--- config.mk ---
export PLATFORM = sky130hd
export DESIGN_NAME = cp0_unit
export DESIGN_NICKNAME = d
export VERILOG_FILES = /design/src/rtl/cp0_unit.sv
export SDC_FILE = /design/constraint.sdc
export NUM_CORES = 1
export LEC_CHECK = 0
export ABC_CLOCK_PERIOD_IN_PS = 2000
export BUFFER_PORTS_ARGS = -buffer_cell sky130_fd_sc_hd__buf_2
export CAP_MARGIN = 20
export CORE_UTILIZATION = 42
export CTS_CLUSTER_DIAMETER = 200
export DETAILED_ROUTE_END_ITERATION = 6
export PLACE_DENSITY = 0.82
export SYNTH_ARGS = -nofsm -noshare
export SYNTH_HDL_FRONTEND = slang
export SYNTH_SLANG_ARGS = --single-unit
--- constraint.sdc ---
create_clock -name clk -period 2 [get_ports clk]
set_clock_uncertainty 0.2 [all_clocks]
set_input_delay 0.2 -clock clk [delete_from_list [all_inputs] [get_ports clk]]
set_output_delay 0.2 -clock clk [all_outputs]
set_load 0.01 [all_outputs]
--- src/rtl/cp0_unit.sv ---
// rtl/cp0_unit.sv - MIPS coprocessor 0: SR/Cause/EPC/PRId, exception and interrupt arbitration.
// Optional Count/Compare timer is built when CP0_TIMER_EN is defined.
module cp0_unit #(
    parameter int          HWINT_N = 5,
    parameter logic [31:0] PRID    = 32'h4A4E_5801
) (
    input  logic               clk,
    input  logic               reset,
    input  logic               en,
    input  logic [4:0]         addr,
    input  logic [31:0]        wdata,
    output logic [31:0]        rdata,
    input  logic [31:0]        pc,
    input  logic               bd,
    input  logic [4:0]         exc_code_in,
    input  logic [HWINT_N-1:0] hwint,
    input  logic               exl_clr,
    output logic               req,
    output logic [31:0]        epc_out,
    output logic               exl
);

    logic [HWINT_N-1:0] sr_im_q, cause_ip_q;
    logic               sr_exl_q, sr_ie_q, cause_bd_q;
    logic [4:0]         cause_exc_q;
    logic [31:0]        epc_q, epc_d;
    logic [31:0]        im_vec, ip_live, sr_val, cause_val;
    logic               int_pend, wr_ok;
    logic               tim_im, tim_pend;

`ifdef CP0_TIMER_EN
    logic [31:0] count_q, compare_q;
    logic        tpend_q, sr_im15_q;

    assign tim_im   = sr_im15_q;
    assign tim_pend = tpend_q;

    // A Compare write acknowledges the timer; otherwise a match latches pending.
    always_ff @(posedge clk or posedge reset) begin
        if (reset) begin
            count_q   <= 32'h0;
            compare_q <= 32'hFFFF_FFFF;
            tpend_q   <= 1'b0;
            sr_im15_q <= 1'b0;
        end else begin
            count_q <= (wr_ok && addr == 5'd9) ? wdata : count_q + 32'd1;
            if (wr_ok && addr == 5'd11) begin
                compare_q <= wdata;
                tpend_q   <= 1'b0;
            end else if (count_q == compare_q) begin
                tpend_q <= 1'b1;
            end
            if (wr_ok && addr == 5'd12) sr_im15_q <= wdata[15];
        end
    end
`else
    assign tim_im   = 1'b0;
    assign tim_pend = 1'b0;
`endif

    always_comb begin
        im_vec                = '0;
        im_vec[10+:HWINT_N]   = sr_im_q;
        im_vec[15]            = tim_im;
        ip_live               = '0;
        ip_live[10+:HWINT_N]  = hwint;
        ip_live[15]           = tim_pend;
        sr_val                = im_vec;
        sr_val[1]             = sr_exl_q;
        sr_val[0]             = sr_ie_q;
        cause_val             = '0;
        cause_val[31]         = cause_bd_q;
        cause_val[10+:HWINT_N] = cause_ip_q;
        cause_val[15]         = tim_pend;
        cause_val[6:2]        = cause_exc_q;
    end

    assign int_pend = sr_ie_q & (|(ip_live & im_vec));
    assign req      = !reset & !sr_exl_q & (int_pend | (|exc_code_in));
    assign wr_ok    = en & !req;
    assign epc_d    = (pc & 32'hFFFF_FFFC) - (bd ? 32'd4 : 32'd0);
    assign epc_out  = epc_q;
    assign exl      = sr_exl_q;

    always_comb begin
        rdata = 32'h0;
        case (addr)
`ifdef CP0_TIMER_EN
            5'd9:  rdata = count_q;
            5'd11: rdata = compare_q;
`endif
            5'd12: rdata = sr_val;
            5'd13: rdata = cause_val;
            5'd14: rdata = epc_q;
            5'd15: rdata = PRID;
            default: rdata = 32'h0;
        endcase
    end

    // A taken exception commits nothing from the faulting instruction, so mtc0 is dropped.
    always_ff @(posedge clk or posedge reset) begin
        if (reset) begin
            sr_im_q     <= '0;
            sr_exl_q    <= 1'b0;
            sr_ie_q     <= 1'b0;
            cause_ip_q  <= '0;
            cause_bd_q  <= 1'b0;
            cause_exc_q <= 5'd0;
            epc_q       <= 32'h0;
        end else begin
            cause_ip_q <= hwint;
            if (req) begin
                sr_exl_q    <= 1'b1;
                cause_exc_q <= int_pend ? 5'd0 : exc_code_in;
                cause_bd_q  <= bd;
                epc_q       <= epc_d;
            end else begin
                if (en && addr == 5'd12) begin
                    sr_im_q  <= wdata[10+:HWINT_N];
                    sr_exl_q <= wdata[1];
                    sr_ie_q  <= wdata[0];
                end
                if (en && addr == 5'd14) epc_q <= wdata & 32'hFFFF_FFFC;
                if (exl_clr) sr_exl_q <= 1'b0;
            end
        end
    end

endmodule

==> After elaboration in Yosys (flattened, before gate mapping) <==
Cells that the tools add are included.
{ "word_totals": {"wordCells": 35, "latch_bits": 0, "mem_bits_rw": 0, "memories": 0, "reg_bits": 50, "rom_bits": 0, "inputBits": 84, "out_inout_bits": 66} }
{ "op_classes": {"n_mux": 8, "reduce_logical": 9, "multipliers": 0, "add_sub_neg": 1, "n_shift": 0, "eq_ne": 4, "order_cmp": 0, "div": 0, "bitwise": 6} }
{ "op_table": {"columns": ["cell", "n"], "rows": [
  ["32-bit one-hot mux with 4 select lines", 1],
  ["32-bit 2-to-1 mux", 2],
  ["32-bit OR reduction", 1],
  ["32-bit by 3-bit subtractor with 32-bit output", 1],
  ["5-bit by 4-bit equality test with 1-bit output (second input constant)", 4],
  ["15-bit AND", 1],
  ["5-bit 2-to-1 mux", 1],
  ["5-bit OR reduction", 1],
  ["1-bit AND", 3],
  ["1-bit 2-to-1 mux", 3],
  ["3-bit 2-to-1 mux", 1],
  ["3-bit nonzero test", 1],
  ["1-bit logical AND", 2],
  ["1-bit logical NOT", 2],
  ["2-bit AND reduction", 1],
  ["2-bit nonzero test", 1],
  ["1-bit NOT", 1],
  ["1-bit bitwise OR", 1]
]} }

==> Depth between registers and ports, before layout <==
{ "logic_depth": {"depth_word": 7, "mapped_depth": 8} }

==> Least setup slack after synthesis <==
No wires, ideal clock.
{ "synth_timing": {"kind": "input -> register", "start": "input pc[2]", "end": "register epc_q[30], in the netlist epc_out[30]", "stages": 8, "setup_time_ns": 0.125, "arrival_time_ns": 1.954, "path_slack_ns": -0.279, "cell_sequence": "inv_1 > ha_1 > ha_1 > nor3b_1 > nand4_4 > nand2b_1 > xnor2_1 > mux2_2"} }
{ "synth_via": {"elab_chain_len": 2} }
{ "synth_rtl": {"columns": ["item", "line_no", "source"], "rows": [
  ["start, declared", "13", "input logic [31:0] pc,"],
  ["32-bit by 3-bit subtractor with 32-bit output", "81", "assign epc_d = (pc & 32'hFFFF_FFFC) - (bd ? 32'd4 : 32'd0);"],
  ["32-bit 2-to-1 mux", "112", "if (req) begin"],
  ["end signal, assigned", "116", "epc_q <= epc_d;"],
  ["end signal, assigned", "123", "if (en && addr == 5'd14) epc_q <= wdata & 32'hFFFF_FFFC;"],
  ["end, declared", "26", "logic [31:0] epc_q, epc_d;"]
]} }
No other way between the ends.
A chain may end at the register's enable or synchronous reset.

==> Worst setup path in the final report <==
{ "layout_timing": {"start": "register sr_im_q[2]", "end": "output req"} }
{ "layout_via": {"elab_chain_len": 5} }
{ "layout_rtl": {"columns": ["item", "line_no", "source"], "rows": [
  ["start, declared", "23", "logic [HWINT_N-1:0] sr_im_q, cause_ip_q;"],
  ["start signal, assigned", "119", "sr_im_q <= wdata[10+:HWINT_N];"],
  ["15-bit AND", "78", "assign int_pend = sr_ie_q & (|(ip_live & im_vec));"],
  ["32-bit OR reduction", "78", null],
  ["1-bit AND", "78", null],
  ["1-bit bitwise OR", "79", "assign req = !reset & !sr_exl_q & (int_pend | (|exc_code_in));"],
  ["1-bit AND", "79", null],
  ["end, declared", "18", "output logic req,"]
]} }
No other way between the ends.

==> results.md <==
* Status: finished, violations left
* Failing checks: setup timing
* Initial antenna violation count at 0
* Pre-CTS setup slack at -0.120 ns
* Clk buf depth at 2
* Most frequent cells in the layout: buf_2 (144), mux2i_1 (51), dfrtp_1 (48), nor2_1 (45), buf_4 (37)
* Most used flip-flop cell after synthesis: dfrtp_1
* Min cycle time layout at 2.19 ns
* Crit path DAT at 1.79 ns
* DR pass1 iterations at 4
* Max-cap violations at 0
* Via Count at 3298
* Setup_tns at -3.29 ns
* Worst setup SP type: flip-flop
* Wirelength per Cell at 16.3 um
* Flop-to-flop setup slack at -0.17 ns
* Fillers at 557
* TritonCTS Sinks at 48
* Ys async rst share at 100%
* Row cnt at 30
* Max-slew violation count at 0
* Hold EP: epc_out[2]
* Type of element capturing the critical path: primary output
* Post-synth EDFFs at 0
* Post-detailed-route count of antenna-violating nets at 0
* Post-Syn Instances at 324
* H-tree depth at 2
* Req. time, crit path at 1.60 ns
* CTS buffer count at 5
* Worst-Skew Late Latency at 0.29 ns
* Reg2reg path depth at 7
* Placed inst area at 4160 sq um
* Die W at 88.0 um
* Commonest non-fill, non-tap cell in the layout: buf_2
* Final wirelength at 10.2 mm
* WS Path Type: reg -> out
* Inserted Diodes at 0
* Gpl congestion at 0.860
* Die Ht at 88.0 um
* Maximum number of pins on one net before global-route repair at 26
* Cell area after layout at 4690 sq um
* Rel. slew slack at 64.7%
* Fraction of layout cells with a size suffix above 1 at 42.3%
* R2R Path Start: sr_im_q[2]
* RSZ-0062 raised after global routing: yes
* Clock-pin slew on the worst setup and hold paths at 0.09 ns
* GR Layer Usage met1 at 32.0%
* Min-delay worst type: in -> reg
* Crit-path cells: a222oi_1 > a21bo_2 > a311o_2 > buf_12 > inv_4 > buf_6
* VDD IR max at 0.427 mV
* Hold path depth at 3
* Syn avg cell area at 9.59 sq um
* M3 GR Usage at 4.90%
* Initial Utilization at 44.5%
* Vias in the first global route at 3272
* Distinct cell type count of the synthesized netlist at 42
* Post-synthesis instance area at 3110 sq um
* Gr usage total at 26.5%
* GRT met2 Usage at 46.4%
* Core ar. at 6980 sq um
* Vias per cell at 5.28
* Worst-margin pin slew at 0.529 ns
* Die ar. at 7740 sq um
* Worst flop-to-flop path endpoint: epc_out[23]
* Residual DRC count at 0
* Static leakage at 2.32 nW
* DR iter-0 viols at 94
* Delay-heaviest family, CP: compound AO/OA/AOI/OAI gates
* HP Start: wdata[2]
* CP Max Fanout at 3
* Ports at 150
* TritonCTS clock tree: yes
* Power per Cell Area at 638 nW/um^2
* Part of the cycle the worst path needs at 110%
* PortBufs at 145
* Post-DP HPWL at 7.47 mm
* First-pass GRT wire length at 15.3 mm
* Setup violations, final at 39
* Setup ws final at -0.193 ns
* Root buf cell: clkbuf_8
* Worst path max stage delay at 0.42 ns
* Busiest grt layer: met2
* Fin. Hold Viols at 0
* Area growth from synthesis to layout at 50.8%
* Total gr overflow at 0
* Nets at 615
* Yosys reg bits at 48
* Crit path launch: sr_im_q[2]
* CP max-delay cell: a222oi_1
* YS warnings at 0
* Sequential share of the synthesized area at 38.7%
* CP bufs+invs at 3
* Max Freq at 456 MHz
-- cell families (layout without fill, tap and decap cells) --
family | Yosys count | in the layout | share of synthesized area [%]
DFF | 48 | 48 | 38.7
buffers and inverters | 26 | 230 | 3.83
muxes | 62 | 62 | 20.3
and+or+nand+nor | 127 | 127 | 22.2
AOI/OAI and AO/OA | 31 | 31 | 6.40
adders and majority gates | 2 | 2 | 0.805
xor gates and xnor gates | 27 | 27 | 7.61
other | 1 | 2 | 0.121
-- state kept, by name, summed over array words and instances (netlist names) --
signal / count
sr_ie_q: 1
cause_ip_q: 5
exl: 1
cause_bd_q: 1
cause_exc_q: 5
sr_im_q: 5
epc_out: 30
-- metrics by stage --
stage	utilization (%)	hold WS (ns)	power, mW	std cells
3_3_place_gp	59.6	0.0665	2.25	580
5_1_grt	67.1	0.00467	3.17	625
4_1_cts	66.5	0.00186	2.95	623
3_5_place_dp	59.6	0.0789	2.30	580
6_report	67.1	0.00160	2.99	625
2_1_floorplan	-	0.0314	1.82	325
-- worst max-delay path by stage --
stage / end / slack [ns] / depth (start not counted)
finish: req / -0.19 / 6
global route: req / -0.28 / 6
CTS: req / -0.19 / 6
detailed placement: epc_out[26] / -0.12 / 10
global placement: epc_out[26] / -0.06 / 6
floorplan: epc_out[30] / -0.04 / 8
-- layer usage --
metal | routed length (um) | up-vias
met3 | 580 | 26
met5 | 0 | -
li1 | - | 1552
met2 | 5280 | 152
met4 | 293 | 0
met1 | 4060 | 1568
-- cell type report --
class | instances | area [sq um] | share of cell area (%)
inverter | 5 | 21.3 | 0.454
tap | 96 | 120 | 2.56
multi-input combinational | 251 | 1840 | 39.2
clock inverter | 1 | 5.00 | 0.107
clock buffer | 6 | 72.6 | 1.55
sequential | 48 | 1200 | 25.6
timing repair buffer | 218 | 1430 | 30.5
-- report_power, final --
group / internal (mW) / switching, mW / leakage, nW
clock network: 0.239 / 0.321 / 0.0410
logic: 0.558 / 0.531 / 1.71
registers: 1.18 / 0.162 / 0.567
total: 1.98 / 1.01 / 2.32
-- worst min-delay path: cells and delay by family --
family | cells | cell delay (ns)
multiplexers | 2 | 0.18
buffers and inverters | 1 | 0.07
-- Yosys cell counts, types with 7 or more instances --
cell / n / area, sq um
a21oi_1: 11 / 55.1
a22oi_1: 7 / 52.6
and3_1: 15 / 93.8
clkbuf_1: 13 / 48.8
dfrtp_1: 48 / 1200
mux2_2: 9 / 101
mux2i_1: 53 / 531
nand2_1: 18 / 67.6
nor2_1: 45 / 169
nor3_1: 12 / 60.1
xnor2_1: 16 / 140
xor2_1: 11 / 96.3
-- what timing repair did --
action,CTS,global route
hold buffers,28,0
cloned,1,0
pin swaps,4,3
endpoints found under the hold margin,48,0
buffers inserted,7,2
resized for setup,12,6
endpoints found under the setup margin,32,44
Note: power is estimated with default switching activity, not from simulation.
